## src/rtl/midi_uart_rx.sv

```systemverilog
// MIDI serial receiver: deserialises an idle-high 8N1 line into bytes on a
// valid/ready handshake, with one-cycle framing and overrun error pulses.
`timescale 1ns/1ps
module midi_uart_rx #(
  parameter int CLKS_PER_BIT = 512
) (
  input  logic       clk,
  input  logic       rst,
  input  logic       midi_in,
  output logic [7:0] rx_data,
  output logic       rx_valid,
  input  logic       rx_ready,
  output logic       rx_framing_err,
  output logic       rx_overrun,
  output logic       rx_busy
);
  localparam int CW = $clog2(CLKS_PER_BIT);
  localparam logic [CW-1:0] HALF_M1 = CW'(CLKS_PER_BIT/2 - 1);
  localparam logic [CW-1:0] FULL_M1 = CW'(CLKS_PER_BIT - 1);

  typedef enum logic [2:0] {WAIT_IDLE, IDLE, START, DATA, STOP} state_t;

  state_t        state;
  logic          sync1, line;
  logic [CW-1:0] ctr;
  logic [2:0]    bitn;
  logic [7:0]    shreg;

  always_ff @(posedge clk or posedge rst) begin
    if (rst) begin
      sync1 <= 1'b1;
      line  <= 1'b1;
    end else begin
      sync1 <= midi_in;
      line  <= sync1;
    end
  end

  always_ff @(posedge clk or posedge rst) begin
    if (rst) begin
      state          <= WAIT_IDLE;
      ctr            <= '0;
      bitn           <= '0;
      shreg          <= '0;
      rx_data        <= 8'h00;
      rx_valid       <= 1'b0;
      rx_framing_err <= 1'b0;
      rx_overrun     <= 1'b0;
      rx_busy        <= 1'b1;
    end else begin
      rx_framing_err <= 1'b0;
      rx_overrun     <= 1'b0;
      // a delivery later in this block overrides the accept clear
      if (rx_valid && rx_ready) rx_valid <= 1'b0;
      case (state)
        WAIT_IDLE: begin
          if (line) begin
            state   <= IDLE;
            rx_busy <= 1'b0;
          end
        end
        IDLE: begin
          if (!line) begin
            state   <= START;
            ctr     <= '0;
            rx_busy <= 1'b1;
          end
        end
        START: begin
          if (ctr == HALF_M1) begin
            ctr  <= '0;
            bitn <= '0;
            if (line) begin
              state   <= IDLE;
              rx_busy <= 1'b0;
            end else begin
              state <= DATA;
            end
          end else begin
            ctr <= ctr + 1'b1;
          end
        end
        DATA: begin
          if (ctr == FULL_M1) begin
            ctr   <= '0;
            shreg <= {line, shreg[7:1]};
            bitn  <= bitn + 1'b1;
            if (bitn == 3'd7) state <= STOP;
          end else begin
            ctr <= ctr + 1'b1;
          end
        end
        STOP: begin
          if (ctr == FULL_M1) begin
            ctr <= '0;
            // leaving at mid-stop-bit lets the next start edge be caught
            if (line) begin
              state   <= IDLE;
              rx_busy <= 1'b0;
              if (!rx_valid || rx_ready) begin
                rx_data  <= shreg;
                rx_valid <= 1'b1;
              end else begin
                rx_overrun <= 1'b1;
              end
            end else begin
              state          <= WAIT_IDLE;
              rx_framing_err <= 1'b1;
            end
          end else begin
            ctr <= ctr + 1'b1;
          end
        end
        default: begin
          state   <= WAIT_IDLE;
          rx_busy <= 1'b1;
        end
      endcase
    end
  end
endmodule

```

## config.mk

```make
export PLATFORM = sky130hd
export DESIGN_NAME = midi_uart_rx
export DESIGN_NICKNAME = d
export VERILOG_FILES = /design/src/rtl/midi_uart_rx.sv
export SDC_FILE = /design/constraint.sdc
export NUM_CORES = 1
export LEC_CHECK = 0
export ABC_AREA = 1
export CAP_MARGIN = 20
export CORE_ASPECT_RATIO = 0.7
export CORE_MARGIN = 1.5
export CORE_UTILIZATION = 45
export CTS_CLUSTER_DIAMETER = 80
export DETAILED_ROUTE_END_ITERATION = 8
export SYNTH_ARGS = -nofsm -noshare
export SYNTH_HDL_FRONTEND = slang
export SYNTH_SLANG_ARGS = --single-unit
```

## constraint.sdc

```tcl
create_clock -name clk -period 4.7 [get_ports clk]
set_input_delay 0.94 -clock clk [delete_from_list [all_inputs] [get_ports clk]]
set_output_delay 0.94 -clock clk [all_outputs]
set_load 0.02 [all_outputs]
```

==> results summary <==
The number of global-route vias before repair is between 1000 and 1500. The total wire length after detailed routing came out at around 3800 µm. The full die area is approximately 4800 µm². The synthesized flop and latch total came out at 37. The count of buffers added by post-CTS timing repair for setup came out at 0. The highest-delay cell along the critical path is sky130_fd_sc_hd__clkdlybuf4s50_1.

The violation count after the first detailed-routing iteration is 160. Cells fill a little under three fifths of the core in the end. In the final layout, the share of cells above drive strength 1 is roughly 18%. The switching fraction of total power came out at between 30 and 40%. The starting density of the core came out at 48.3%. The count of pins on the block boundary came out at 16.

The total power density per cell area came out at about 450 nW/µm². Setup repair after global routing left no endpoint under its margin. The worst hold path depth is 0. The count of cells along the worst register-to-register path came out at 11. The share of flip-flops with an asynchronous set or reset after synthesis came out at 100%. The signal on the critical path passes through clkdlybuf4s50_1. The class of the most critical setup path is reg -> out.

The final count of hold timing violations came out at 0. In this run the clock root is driven by a sky130_fd_sc_hd__clkbuf_8. After global routing, the most crowded layer is met1.

At the pin with the least slew margin, the transition time is 0.925 ns. Max-cap violations in this run came to 0. The final net count is approximately 260. The combined flip-flop and latch cell area came out at ~930 µm².

The critical path required time is between 3 and 4 ns. The smallest clock period supported by the final layout is computed as 2.37 ns. The count of synthesis-stage warnings from yosys is 0.

The slack of the worst reg-to-reg path is between 2 and 2.5 ns. The maximum number of pins on one net before global-route repair came out at 25. The H-tree was split into 2 levels. No sink is reached through more buffers than the 2 on the longest clock path. The die width came out at 81.7 µm. For this run, the total global-route usage over all layers was measured as between 10% and 20%. Setup violations remaining at the end of the flow were counted as 0. The synthesized area per cell came out at about 8.5 µm². The total core area is between 4000 and 5000 µm². The remaining global-route overflow is 0. The cell depth of the worst setup path is 1. Adding up every negative setup slack in the final design gives 0 ns. The number of antenna violations at the first check in global routing is 0. The final critical path takes up between 50 and 60% of the cycle. The portion of total power attributed to combinational logic came out at 31.0%. The diode insertion count for antenna repair is 0. The final clock skew came out at just over 0.004 ns. On the worst path, the slowest cell contributes a delay of roughly 0.60 ns. Global routing used approximately 30% of the available met1 tracks. After clock tree synthesis, the clock-pin slew on the worst setup and hold paths is approximately 0.070 ns.

The met3 track utilization from global routing is 5.20%. The max-slew violation total from the final report is 0. Hold timing on the final database bottoms out at a slack of between 0.3 and 0.4 ns.

In this run the tightest slew margin relative to its limit is about two fifths. The via count of the routed design came out at between 1000 and 1500. The iteration count of the initial detailed-routing pass is 4. The arrival time of the worst setup path came out at ~1.4 ns. The cell row count came out at 19.

The later-pin clock latency in the skew report is between 0.2 and 0.3 ns. The number of enable-type register cells in the synthesized netlist came out at 0. The internal power of the cells totals between 600 and 700 µW. The wire length of the first global-routing pass is 6370 µm.

The synthesized net count came out at 240. The path class of the tightest hold or removal check is reg -> reg. Sorting the synthesized cells by area gives the leading types as sky130_fd_sc_hd__dfrtp_1, sky130_fd_sc_hd__nand2_1, sky130_fd_sc_hd__inv_1, sky130_fd_sc_hd__o21ai_2, sky130_fd_sc_hd__nand3_1.

The worst setup path is launched from a flip-flop. Summing all multi-input logic gate instances after layout gives approximately 860 µm². The highest fanout seen on the critical path is 2. The weighted congestion at the end of routability-driven global placement is 0.865. The TritonCTS buffer count is 5. For this design the static power due to leakage is between 0.001 and 0.0015 µW. In this run the biggest area consumer among cell types represents a little over two fifths of the synthesized area.

Sequential cells burn approximately two fifths of the power. Static timing analysis puts the maximum clock frequency at approximately 0.42 GHz. The instance count of the mapped netlist came out at 229. The die boundary height came out at ~58 µm. The via count normalized by instance count came out at approximately 4.8. The detailed-route DRC error count is 0. The element type at the critical path end is an output port.

In this run the power spent charging and discharging nets is 377 µW. Relative to the synthesized area, the layout overhead comes to 15.6%. The clock sink total is 37. TritonCTS built the clock tree. The total of buffers placed on input and output ports came out at 15. The count of cells resized by post-cts repair came out at 0. The count of filler cells inserted in the layout is 405.

The routed length per placed instance came out at roughly 13 µm. The dominant register cell in the synthesized netlist is sky130_fd_sc_hd__dfrtp_1. The synthesized netlist contains 27 unique library cells. The flow ran to the end, and the final reports show no timing, DRC or antenna violations. The worst-case IR drop observed on VDD is ~0.27 mV. The met2 layer usage reported by global route came out at 22.1%. The critical path buffer and inverter count is 1. The synthesized cell area is between 1500 and 2000 µm². Detailed placement finished with a half-perimeter wire length of 2820 µm. The clock network accounts for between 20% and 30% of the total power. The number of buffers inserted for hold repair after clock tree synthesis is 0. The detail route stage leaves a number of antenna-violating nets equal to 0. The sequential cell area fraction in the yosys report came out at between 40% and 50%. Of all cell types, the one taking the most synthesized area is sky130_fd_sc_hd__dfrtp_1. Grouping stages by cell kind, the critical path spends the most delay in buffers and inverters.
-- metrics by stage --
stage,worst slack (ns),total power (µW),cell area (µm²),cells
2_1_floorplan,2.81,653,1950,229
3_3_place_gp,2.34,725,2140,293
3_5_place_dp,2.35,721,2140,293
4_1_cts,2.31,1020,2260,301
5_1_grt,2.12,1080,2260,301
6_report,2.33,1010,2260,301
-- per-layer routing --
layer / up-vias / wire (µm)
met1: 644 / 2230
li1: 762 / -
met4: 0 / 32
met2: 29 / 1370
met5: - / 0
met3: 3 / 160
-- flip-flops by register name, indices dropped and copies added (netlist names) --
name            count
ctr                 9
line                1
rx_overrun          1
rx_data             8
rx_framing_err      1
state               3
sync1               1
rx_valid            1
rx_busy             1
shreg               8
bitn                3
-- cell type report --
cell class                      count  share of cell area [%]
Multi-Input combinational cell    156                    38.2
Timing Repair Buffer               16                    6.98
Clock inverter                      2                    1.66
Inverter                           32                    5.43
Tap cell                           52                    2.88
Clock buffer                        6                    3.66
Sequential cell                    37                    41.2
-- power by group through the flow --
stage	clock [µW]	combinational (µW)	sequential, µW
after CTS	299	315	405
after detailed placement	0	310	411
after global routing	314	351	413
after floorplan	0	255	398
after global placement	0	314	411
final	290	313	406
-- worst paths after layout --
check | startpoint | to
min in group asynchronous | rst | ctr[5]$_DFFE_PP0P_
min reg2reg | sync1$_DFF_PP1_ | line$_DFF_PP1_
max in group asynchronous | rst | line$_DFF_PP1_
max | rx_busy$_DFFE_PP1P_ | rx_busy
max reg2reg | ctr[0]$_DFFE_PP0P_ | bitn[1]$_DFFE_PP0P_
min | sync1$_DFF_PP1_ | line$_DFF_PP1_
-- synth_stat cells (all sizes together) (3+ instances only) --
cell   count
nand2     70
dfstp      3
nor2      22
dfrtp     34
nand4      7
inv       32
a21oi      6
o21ai     20
ha         7
buf        4
nand3     19
-- cells in the final DEF, fill, tap and decap left out, types with 3 or more instances in the layout --
| cell type | instances |
|---|---|
| sky130_fd_sc_hd__dfstp_2 | 3 |
| sky130_fd_sc_hd__nor2_2 | 4 |
| sky130_fd_sc_hd__inv_2 | 4 |
| sky130_fd_sc_hd__clkdlybuf4s50_1 | 15 |
| sky130_fd_sc_hd__inv_1 | 27 |
| sky130_fd_sc_hd__a21oi_1 | 5 |
| sky130_fd_sc_hd__nand4_1 | 6 |
| sky130_fd_sc_hd__dfrtp_1 | 34 |
| sky130_fd_sc_hd__o21ai_1 | 9 |
| sky130_fd_sc_hd__nand2_2 | 5 |
| sky130_fd_sc_hd__nand2_1 | 64 |
| sky130_fd_sc_hd__clkbuf_8 | 6 |
| sky130_fd_sc_hd__nand3_1 | 18 |
| sky130_fd_sc_hd__ha_1 | 7 |
| sky130_fd_sc_hd__o21ai_2 | 11 |
| sky130_fd_sc_hd__nor2_4 | 3 |
| sky130_fd_sc_hd__nor2_1 | 15 |
-- kinds of logic (layout without fill, tap and decap cells) --
kind of cell | after synthesis | count (layout) | share of synthesized area (%)
buffers and inverters | 36 | 56 | 8.26
DFF | 37 | 37 | 47.6
AOI/OAI and AO/OA | 29 | 29 | 10.1
and+or+nand+nor | 120 | 120 | 29.6
adders and majority gates | 7 | 7 | 4.48
(Power assumes the default switching activity.)
